### config.mk
export PLATFORM = sky130hd
export DESIGN_NAME = axil_cfg_sequencer
export DESIGN_NICKNAME = d
export VERILOG_FILES = /design/src/rtl/axil_cfg_sequencer.sv
export SDC_FILE = /design/constraint.sdc
export NUM_CORES = 1
export LEC_CHECK = 0
export CAP_MARGIN = 20
export CORE_MARGIN = 1
export CORE_UTILIZATION = 41
export CTS_BUF_LIST = sky130_fd_sc_hd__clkbuf_8
export DETAILED_ROUTE_END_ITERATION = 10
export PLACE_DENSITY = 0.87
export SYNTH_ARGS = -nofsm -noshare
export SYNTH_HDL_FRONTEND = slang
export SYNTH_SLANG_ARGS = --single-unit
### constraint.sdc
create_clock -name clk -period 3.6 [get_ports clk]
set_clock_uncertainty 0.15 [all_clocks]
set_input_delay 0.54 -clock clk [delete_from_list [all_inputs] [get_ports clk]]
set_output_delay 0.54 -clock clk [all_outputs]
set_load 0.02 [all_outputs]
### src/rtl/axil_cfg_sequencer.sv
// AXI-Lite master that replays an (address, data) table into a slave, one write at a time.
// Optional read-back verify of each entry is built when AXIL_CFG_VERIFY_EN is defined.
module axil_cfg_sequencer #(
    parameter int addr_width = 32,
    parameter int data_width = 32,
    parameter int idx_width  = 8
) (
    input  logic                    clk,
    input  logic                    rst,
    input  logic                    start,
    input  logic [idx_width-1:0]    num_entries,
    output logic                    busy,
    output logic                    done,
    output logic                    error,
    output logic [idx_width-1:0]    err_idx,
    output logic [idx_width-1:0]    tbl_idx,
    input  logic [addr_width-1:0]   tbl_addr,
    input  logic [data_width-1:0]   tbl_data,
    output logic                    m_axi_awvalid,
    input  logic                    m_axi_awready,
    output logic [addr_width-1:0]   m_axi_awaddr,
    output logic                    m_axi_wvalid,
    input  logic                    m_axi_wready,
    output logic [data_width-1:0]   m_axi_wdata,
    output logic [data_width/8-1:0] m_axi_wstrb,
    input  logic                    m_axi_bvalid,
    output logic                    m_axi_bready,
    input  logic [1:0]              m_axi_bresp,
    output logic                    m_axi_arvalid,
    input  logic                    m_axi_arready,
    output logic [addr_width-1:0]   m_axi_araddr,
    input  logic                    m_axi_rvalid,
    output logic                    m_axi_rready,
    input  logic [data_width-1:0]   m_axi_rdata,
    input  logic [1:0]              m_axi_rresp
);

    typedef enum logic [2:0] {
        IDLE  = 3'd0,
        FETCH = 3'd1,
        WRITE = 3'd2,
        WRESP = 3'd3,
        RADDR = 3'd4,
        RDATA = 3'd5
    } state_t;

    localparam logic [idx_width-1:0] IDX_ONE = {{(idx_width-1){1'b0}}, 1'b1};

    if ((data_width % 8) != 0) begin : g_bad_data_width
        $error("axil_cfg_sequencer: data_width must be a multiple of 8");
    end

    state_t                  state_q, state_d;
    logic                    busy_q, busy_d;
    logic                    done_q, done_d;
    logic                    error_q, error_d;
    logic [idx_width-1:0]    err_idx_q, err_idx_d;
    logic [idx_width-1:0]    tbl_idx_q, tbl_idx_d;
    logic [idx_width-1:0]    num_q, num_d;
    logic                    awvalid_q, awvalid_d;
    logic                    wvalid_q, wvalid_d;
    logic                    bready_q, bready_d;
    logic                    aw_done_q, aw_done_d;
    logic                    w_done_q, w_done_d;
    logic [addr_width-1:0]   awaddr_q, awaddr_d;
    logic [data_width-1:0]   wdata_q, wdata_d;

    logic aw_hs_s, w_hs_s, b_hs_s, adv_s, last_s;

`ifdef AXIL_CFG_VERIFY_EN
    logic                    arvalid_q, arvalid_d;
    logic                    rready_q, rready_d;
    logic [addr_width-1:0]   araddr_q, araddr_d;
    logic                    ar_hs_s, r_hs_s;
`else
    logic                    unused_rd_s;
    assign unused_rd_s = ^{m_axi_arready, m_axi_rvalid, m_axi_rdata, m_axi_rresp};
`endif

    assign aw_hs_s = awvalid_q && m_axi_awready;
    assign w_hs_s  = wvalid_q && m_axi_wready;
    assign b_hs_s  = bready_q && m_axi_bvalid;
    assign last_s  = (tbl_idx_q == (num_q - IDX_ONE));
`ifdef AXIL_CFG_VERIFY_EN
    assign ar_hs_s = arvalid_q && m_axi_arready;
    assign r_hs_s  = rready_q && m_axi_rvalid;
`endif

    // Next-state and next-output computation for the sequencer FSM
    always_comb begin
        state_d   = state_q;
        done_d    = 1'b0;
        error_d   = error_q;
        err_idx_d = err_idx_q;
        tbl_idx_d = tbl_idx_q;
        num_d     = num_q;
        awvalid_d = awvalid_q;
        wvalid_d  = wvalid_q;
        bready_d  = bready_q;
        aw_done_d = aw_done_q;
        w_done_d  = w_done_q;
        awaddr_d  = awaddr_q;
        wdata_d   = wdata_q;
        adv_s     = 1'b0;
`ifdef AXIL_CFG_VERIFY_EN
        arvalid_d = arvalid_q;
        rready_d  = rready_q;
        araddr_d  = araddr_q;
`endif
        case (state_q)
            IDLE: begin
                if (start) begin
                    error_d = 1'b0;
                    if (num_entries != {idx_width{1'b0}}) begin
                        num_d     = num_entries;
                        tbl_idx_d = {idx_width{1'b0}};
                        state_d   = FETCH;
                    end else begin
                        done_d = 1'b1;
                    end
                end else begin
                    state_d = IDLE;
                end
            end
            FETCH: begin
                awaddr_d  = tbl_addr;
                wdata_d   = tbl_data;
`ifdef AXIL_CFG_VERIFY_EN
                araddr_d  = tbl_addr;
`endif
                awvalid_d = 1'b1;
                wvalid_d  = 1'b1;
                aw_done_d = 1'b0;
                w_done_d  = 1'b0;
                state_d   = WRITE;
            end
            WRITE: begin
                if (aw_hs_s) begin
                    awvalid_d = 1'b0;
                    aw_done_d = 1'b1;
                end else begin
                    aw_done_d = aw_done_q;
                end
                if (w_hs_s) begin
                    wvalid_d = 1'b0;
                    w_done_d = 1'b1;
                end else begin
                    w_done_d = w_done_q;
                end
                if ((aw_done_q || aw_hs_s) && (w_done_q || w_hs_s)) begin
                    bready_d = 1'b1;
                    state_d  = WRESP;
                end else begin
                    state_d = WRITE;
                end
            end
            WRESP: begin
                if (b_hs_s) begin
                    bready_d = 1'b0;
                    if (m_axi_bresp != 2'b00) begin
                        error_d   = 1'b1;
                        err_idx_d = tbl_idx_q;
                        done_d    = 1'b1;
                        state_d   = IDLE;
                    end else begin
`ifdef AXIL_CFG_VERIFY_EN
                        arvalid_d = 1'b1;
                        state_d   = RADDR;
`else
                        adv_s = 1'b1;
`endif
                    end
                end else begin
                    state_d = WRESP;
                end
            end
`ifdef AXIL_CFG_VERIFY_EN
            RADDR: begin
                if (ar_hs_s) begin
                    arvalid_d = 1'b0;
                    rready_d  = 1'b1;
                    state_d   = RDATA;
                end else begin
                    state_d = RADDR;
                end
            end
            RDATA: begin
                if (r_hs_s) begin
                    rready_d = 1'b0;
                    if ((m_axi_rresp != 2'b00) || (m_axi_rdata != wdata_q)) begin
                        error_d   = 1'b1;
                        err_idx_d = tbl_idx_q;
                        done_d    = 1'b1;
                        state_d   = IDLE;
                    end else begin
                        adv_s = 1'b1;
                    end
                end else begin
                    state_d = RDATA;
                end
            end
`endif
            default: begin
                state_d   = IDLE;
                awvalid_d = 1'b0;
                wvalid_d  = 1'b0;
                bready_d  = 1'b0;
`ifdef AXIL_CFG_VERIFY_EN
                arvalid_d = 1'b0;
                rready_d  = 1'b0;
`endif
            end
        endcase

        // Entry completed cleanly: finish the table or move on to the next index
        if (adv_s) begin
            if (last_s) begin
                done_d  = 1'b1;
                state_d = IDLE;
            end else begin
                tbl_idx_d = tbl_idx_q + IDX_ONE;
                state_d   = FETCH;
            end
        end else begin
            tbl_idx_d = tbl_idx_d;
        end

        busy_d = (state_d != IDLE);
    end

    // State and registered-output flops
    always_ff @(posedge clk or posedge rst) begin
        if (rst) begin
            state_q   <= IDLE;
            busy_q    <= 1'b0;
            done_q    <= 1'b0;
            error_q   <= 1'b0;
            err_idx_q <= {idx_width{1'b0}};
            tbl_idx_q <= {idx_width{1'b0}};
            num_q     <= {idx_width{1'b0}};
            awvalid_q <= 1'b0;
            wvalid_q  <= 1'b0;
            bready_q  <= 1'b0;
            aw_done_q <= 1'b0;
            w_done_q  <= 1'b0;
            awaddr_q  <= {addr_width{1'b0}};
            wdata_q   <= {data_width{1'b0}};
`ifdef AXIL_CFG_VERIFY_EN
            arvalid_q <= 1'b0;
            rready_q  <= 1'b0;
            araddr_q  <= {addr_width{1'b0}};
`endif
        end else begin
            state_q   <= state_d;
            busy_q    <= busy_d;
            done_q    <= done_d;
            error_q   <= error_d;
            err_idx_q <= err_idx_d;
            tbl_idx_q <= tbl_idx_d;
            num_q     <= num_d;
            awvalid_q <= awvalid_d;
            wvalid_q  <= wvalid_d;
            bready_q  <= bready_d;
            aw_done_q <= aw_done_d;
            w_done_q  <= w_done_d;
            awaddr_q  <= awaddr_d;
            wdata_q   <= wdata_d;
`ifdef AXIL_CFG_VERIFY_EN
            arvalid_q <= arvalid_d;
            rready_q  <= rready_d;
            araddr_q  <= araddr_d;
`endif
        end
    end

    assign busy          = busy_q;
    assign done          = done_q;
    assign error         = error_q;
    assign err_idx       = err_idx_q;
    assign tbl_idx       = tbl_idx_q;
    assign m_axi_awvalid = awvalid_q;
    assign m_axi_awaddr  = awaddr_q;
    assign m_axi_wvalid  = wvalid_q;
    assign m_axi_wdata   = wdata_q;
    assign m_axi_wstrb   = {(data_width/8){1'b1}};
    assign m_axi_bready  = bready_q;
`ifdef AXIL_CFG_VERIFY_EN
    assign m_axi_arvalid = arvalid_q;
    assign m_axi_araddr  = araddr_q;
    assign m_axi_rready  = rready_q;
`else
    assign m_axi_arvalid = 1'b0;
    assign m_axi_araddr  = {addr_width{1'b0}};
    assign m_axi_rready  = 1'b1;
`endif

endmodule
==> reports/metrics.cfg, run 1 <==
[placement]
place_congestion=0.801
io_buffers=165
dp.cells=644
dpl.hpwl_um=7520
placed_area_um2=6140

[sta]
tightestPinTransition_ns=0.810
slew_headroom=0.460
period_share=0.763
max_freq_ghz=0.364
tns_ns=0
rsz0062_at_grt=no
hold_viol=0
setup_viol=0
maxSlewViolCount=0
fin_crit_ns=2.75

[global_routing]
grt_max_degree=65
track_usage=0.185
grt_pass1_wl_um=16200
overflow=0
antenna_found_initial=0
grt_pass1_vias=3295

[cts]
clkTransAtPathRegs_ns=0.09
root_buffer=clkbuf_8
cts_made_buffers=9
htree_levels=3
postCtsResizedCells=0
post_cts_buffers=0
clk_latency_ns=0.36
cts_buffer_depth=2
cts.sinks=99
cts-hold-fix-buffers=0
cts_tree=yes

[worst_setup_path]
slowest_stage=or4_1
startpoint_type=flop
worstPathRequired_ns=3.73
cp_max_fo=12
crit_chain=inv_1 -> ha_1 -> or3b_1 -> o31a_2 -> o2111ai_2 -> a211oi_2 -> buf_4 -> or4_1 -> a21oi_1
critPathArrivalTime_ns=2.88
worst-path-buf-inv=2
criticalPathCategory=reg2reg
critPathCaptureType=flop
max_stage_delay_ns=0.51
crit_family=simple AND/OR/NAND/NOR gates

[synthesis]
ys.flop_type=dfrtp_1
seq_area_frac_synth=0.552
synth_enable_flop_cells=0
netlist_area_um2=4490
syn_avg_cell_area_um2=12.6
ys_warn_count=0
synth-async-reset-ratio=1.00
postSynthCellCount=355
ys_types=52
synth_seq_cells=99

[routing]
routed_wirelength_um=10100
highest_layer=met4
dr.pass1.iters=4
drc=0
via_count=3245
first_iter_violations=139
ant_nets=0
wl_met2_um=5140
met1_length_um=3910
vias_per_cell=4.92
wl_met3_um=822
routedWlPerCell_um=15.3

[final_layout]
num_antenna_cells=0
final_area_um2=6310
drive_gt1_frac=0.202
nets=637
final_cell_count_no_fill=660
area_delta_synth_final_pct=40.8

[worst_hold_path]
hold_class=reg2reg

[floorplanning]
coreArea_um2=10500
start_util=0.429
dieArea_um2=11400
num_rows=37
die_y_um=107
io_pins=240
die_x_um=107

[power_and_ir_drop]
power_leakage_uw=0.00270
finalPower_uw=3420
powerDensity_nw_per_um2=542
vdd_ir_drop_max_mv=0.353

[job]
drv_cap=0

[status]
outcome=finished, final reports clean

[path summary, 6_finish.rpt]
path,from,end,slack (ns),cells past startpoint
min reg2reg,m_axi_wdata[14]$_DFFE_PP0P_,m_axi_wdata[14]$_DFFE_PP0P_,0.36,1
min in group asynchronous,rst,m_axi_awaddr[7]$_DFFE_PP0P_,0.46,2
max reg2reg,num_q[0]$_DFFE_PP0P_,tbl_idx[5]$_DFF_PP0_,0.85,9
min,m_axi_wdata[14]$_DFFE_PP0P_,m_axi_wdata[14]$_DFFE_PP0P_,0.36,1
max,num_q[0]$_DFFE_PP0P_,tbl_idx[5]$_DFF_PP0_,0.85,9
max in group asynchronous,rst,done$_DFF_PP0_,2.13,3
[logic make-up (layout without fill, tap and decap cells)]
family | count (synthesis) | count (layout) | synth area share
flip-flops | 99 | 99 | 0.552
multiplexers | 77 | 77 | 0.192
AND/OR/NAND/NOR | 76 | 76 | 0.0901
buffers and inverters | 59 | 191 | 0.0854
AO/OA/AOI/OAI | 32 | 32 | 0.0575
XOR/XNOR | 8 | 8 | 0.0156
adder cells (fa/ha/maj) | 2 | 2 | 0.00558
other | 2 | 39 | 0.00167
[synthesized netlist by cell type, drive strengths merged (3+ instances only)]
master / n / area share
buf: 41 / 0.068
mux2: 72 / 0.18
or3b: 3 / 0.0059
a22o: 3 / 0.0059
nor3: 4 / 0.0045
mux2i: 5 / 0.011
nand2: 31 / 0.028
nor4: 5 / 0.0084
nor2: 14 / 0.012
o31ai: 3 / 0.0050
o21ai: 4 / 0.0053
dfrtp: 99 / 0.55
xor2: 3 / 0.0059
nand3: 4 / 0.0045
or4: 4 / 0.0075
a21oi: 4 / 0.0045
clkbuf: 12 / 0.012
inv: 6 / 0.0050
xnor2: 5 / 0.0098
[metrics by stage]
stage                     setup WS, ns  utilization  hold slack (ns)
after floorplan                  0.320            -            0.317
after global placement           0.796        0.587            0.339
after global routing             0.701        0.603            0.371
final                            0.853        0.603            0.362
after CTS                        0.842        0.603            0.366
after detailed placement         0.764        0.587            0.345
[worst register-to-register path: stages (launching register included)]
cell and delay, ns:
dfrtp_1 0.43, inv_1 0.08, ha_1 0.21, or3b_1 0.41, o31a_2 0.30, o2111ai_2 0.20, a211oi_2 0.06, buf_4 0.18
or4_1 0.51, a21oi_1 0.15
[cell type report]
class / instances / area, um2
Tap cell: 136 / 170
Sequential cell: 99 / 2480
Clock inverter: 7 / 51.3
Multi-Input combinational cell: 234 / 1770
Timing Repair Buffer: 169 / 1690
Inverter: 6 / 25.0
Clock buffer: 9 / 124
Fill cell: 832 / 4150
[metal layers]
layer	track usage	vias to the layer above
li1	-	1490
met1	0.211	1591
met2	0.314	147
met3	0.0547	17
met4	0.0900	0
met5	0	-
[cells in the final DEF (no fill, tap or decap), types with 2 or more instances in the layout]
| cell type | netlist | final |
|---|---|---|
| inv_1 | 6 | 6 |
| nor3_1 | 4 | 4 |
| nor4_1 | 4 | 4 |
| inv_6 | 0 | 4 |
| a22oi_1 | 2 | 2 |
| clkbuf_8 | 1 | 9 |
| a22o_1 | 3 | 3 |
| mux2i_1 | 5 | 5 |
| nand3_1 | 4 | 4 |
| a31o_2 | 2 | 2 |
| conb_1 | 2 | 39 |
| xor2_1 | 3 | 3 |
| xnor2_1 | 5 | 5 |
| clkdlybuf4s50_1 | 0 | 165 |
| o31ai_1 | 3 | 3 |
| ha_1 | 2 | 2 |
| dfrtp_1 | 99 | 99 |
| mux2_2 | 72 | 72 |
| nor2_1 | 14 | 13 |
| nand4b_1 | 2 | 2 |
| or4_1 | 3 | 3 |
| o21ai_0 | 3 | 3 |
| nand2_1 | 30 | 30 |
| buf_4 | 40 | 3 |
| or3b_1 | 2 | 2 |
| a21oi_1 | 4 | 4 |
| a311oi_1 | 2 | 2 |
| o211ai_1 | 2 | 2 |
[where the power goes]
group          leakage (uW)  internal (uW)  switching (uW)
Sequential          0.00124           1360             159
Combinational       0.00137            672             584
Clock             0.0000922            258             390
[registers in the layout, indices dropped and copies added, names as in the netlist]
name           count
aw_done_q          1
busy               1
done               1
err_idx            8
error              1
m_axi_awaddr      32
m_axi_awvalid      1
m_axi_bready       1
m_axi_wdata       32
m_axi_wvalid       1
num_q              8
state_q            3
tbl_idx            8
w_done_q           1
Note: power is estimated with default switching activity, not from simulation.
==> run 2, diff against run 1 <==
--- a/config.mk
+++ b/config.mk
@@ -7,10 +7,10 @@
 export LEC_CHECK = 0
 export CAP_MARGIN = 20
 export CORE_MARGIN = 1
-export CORE_UTILIZATION = 41
+export CORE_UTILIZATION = 37
 export CTS_BUF_LIST = sky130_fd_sc_hd__clkbuf_8
 export DETAILED_ROUTE_END_ITERATION = 10
-export PLACE_DENSITY = 0.87
+export PLACE_DENSITY = 0.83
 export SYNTH_ARGS = -nofsm -noshare
 export SYNTH_HDL_FRONTEND = slang
 export SYNTH_SLANG_ARGS = --single-unit
==> constraint.sdc (replaced) <==
create_clock -name clk -period 2.4 [get_ports clk]
set_clock_uncertainty 0.15 [all_clocks]
set_input_delay 0.36 -clock clk [delete_from_list [all_inputs] [get_ports clk]]
set_output_delay 0.36 -clock clk [all_outputs]
set_load 0.02 [all_outputs]
==> run 2 against run 1 <==
Net effect:
- worst hold slack worse by 0.00080 ns
- non-clock buffer count up 19
- the run now ends with design-rule violations, negative setup slack left
- die area up 11%
- sequential power up 49%
- register-to-register slack worse by 0.98 ns
- combinational power up 59%
- cell count up 3.9%
- wire length up 9.2%
- critical endpoint is now tbl_idx[4]$_DFF_PP0_
==> reports/metrics.cfg, run 2 (synthesis results as in run 1) <==
[global_routing]
grt_pass1_wl_um=17700
overflow=0
track_usage=0.181
grt_pass1_vias=3549
antenna_found_initial=0
grt_max_degree=56

[routing]
dr.pass1.iters=7
first_iter_violations=102
ant_nets=0
routed_wirelength_um=11000
via_count=3338
vias_per_cell=4.87
routedWlPerCell_um=16.1
drc=10

[sta]
max_freq_ghz=0.395
fin_crit_ns=2.53
period_share=1.05
hold_viol=0
rsz0062_at_grt=yes
maxSlewViolCount=0
worst_slack_ns=-0.129
tightestPinTransition_ns=0.681
slew_headroom=0.546
setup_viol=9

[cts]
cts_made_buffers=9
htree_levels=3
cts.sinks=99
cts_buffer_depth=2
cts_tree=yes
clkTransAtPathRegs_ns=0.10
root_buffer=clkbuf_8
clk_latency_ns=0.37

[power_and_ir_drop]
pwr-share-seq=0.426
swShare=0.341
vdd_ir_drop_max_mv=0.573
power_leakage_uw=0.00281
finalPower_uw=5330
power_frac_comb=0.376
internal-power_uw=3510
powerDensity_nw_per_um2=808
switching_power_uw=1810
p_clk_frac=0.198

[final_layout]
seqCellArea_um2=2480
num_antenna_cells=0
post-route-util=0.568
final_area_um2=6600
final_common_cell=clkdlybuf4s50_1
final_cell_count_no_fill=686
area_delta_synth_final_pct=47.1
nets=656
drive_gt1_frac=0.258
multi_input_area_um2=1860
fillerInstances=920
mostFrequentLayoutCells=clkdlybuf4s50_1 (165), dfrtp_1 (98), mux2_2 (72)

[worst_setup_path]
critPathCaptureType=flop
critPathArrivalTime_ns=2.63
startpoint_type=flop
worst_path_most_repeated_cell=buf_6
worstPathRequired_ns=2.50
cp_max_fo=7
slowest_stage=or4_4
criticalPathCategory=reg2reg
max_stage_delay_ns=0.52
crit_chain=buf_6 -> or4_4 -> and4bb_1 -> nor3b_4 -> a211oi_4 -> buf_6 -> nor3_1 -> mux2i_1

[placement]
place_congestion=0.821
dp.cells=668
placed_area_um2=6290
pre_cts_ws_ns=-0.201
io_buffers=165
dpl.hpwl_um=8190

[status]
failed_checks=design-rule violations, negative setup slack
outcome=finished with violations

[floorplanning]
start_util=0.386
num_rows=39
io_pins=240
dieArea_um2=12600
die_y_um=112
die_x_um=112
coreArea_um2=11600

[job]
drv_cap=0

[worst_hold_path]
hold_class=in2async

-- run 2: cell count changes in the layout (fill, tap and decap cells not counted), moves of 2 or more --
| cell | change |
|---|---|
| clkinv_4 | +2 |
| a22oi_1 | -2 |
| a22oi_2 | +2 |
| nor4_4 | +2 |
| buf_4 | +15 |
| buf_6 | +3 |
| inv_2 | +2 |
| inv_6 | -3 |
| inv_1 | -3 |
| inv_8 | +3 |
-- run 2: final cells by class --
class                           instances  share of cell area
Timing Repair Buffer                  188               0.282
Multi-Input combinational cell        234               0.282
Inverter                                6             0.00398
Tap cell                              143              0.0271
Clock buffer                            9              0.0188
Sequential cell                        99               0.376
Clock inverter                          7              0.0102
-- run 2: stage by stage --
| stage | hold WS, ns | TNS, ns |
|---|---|---|
| 5_1_grt | 0.383 | -1.55 |
| 6_report | 0.362 | -0.928 |
| 3_5_place_dp | 0.345 | -1.01 |
| 4_1_cts | 0.366 | -0.933 |
| 2_1_floorplan | 0.315 | 0 |
| 3_3_place_gp | 0.339 | -0.535 |
-- run 2: per-layer routing --
layer | track usage | vias to the layer above | share of wire
met2 | 0.307 | 155 | 0.50
met5 | 0 | - | 0
met4 | 0.0631 | 0 | 0.014
met1 | 0.202 | 1635 | 0.37
met3 | 0.0826 | 12 | 0.11
li1 | - | 1536 | -
-- run 2: worst paths after layout --
path,start,to,slack (ns),cells past startpoint
setup reg to reg,num_q[1]$_DFFE_PP0P_,tbl_idx[4]$_DFF_PP0_,-0.13,8
max in group asynchronous,rst,m_axi_wdata[7]$_DFFE_PP0P_,1.22,3
hold / removal,rst,m_axi_wdata[23]$_DFFE_PP0P_,0.36,3
hold reg to reg,err_idx[6]$_DFFE_PP0P_,err_idx[6]$_DFFE_PP0P_,0.36,1
min in group clk,err_idx[6]$_DFFE_PP0P_,err_idx[6]$_DFFE_PP0P_,0.36,1
setup / recovery,num_q[1]$_DFFE_PP0P_,tbl_idx[4]$_DFF_PP0_,-0.13,8
-- run 2: timing repair --
item                                    CTS  global route
pin swaps                                 6             3
endpoints found under the setup margin    9            11
hold buffers                              0             0
buffers inserted                          1             2
resized for setup                         8            12
-- run 2: critical path, delay by kind of cell, from the launching register on --
kind	cells	cell delay [ns]
compound gates	1	0.45
simple gates	4	0.97
mux	1	0.12
buf+inv	2	0.30
flops	1	0.42
-- run 2: power groups by stage --
stage	Sequential [uW]	Combinational, uW	Clock [uW]
floorplan	2670	616	0
global placement	2260	1910	0
detailed placement	2300	1950	0
CTS	2270	1990	1100
global route	2320	2120	1160
finish	2270	2000	1050
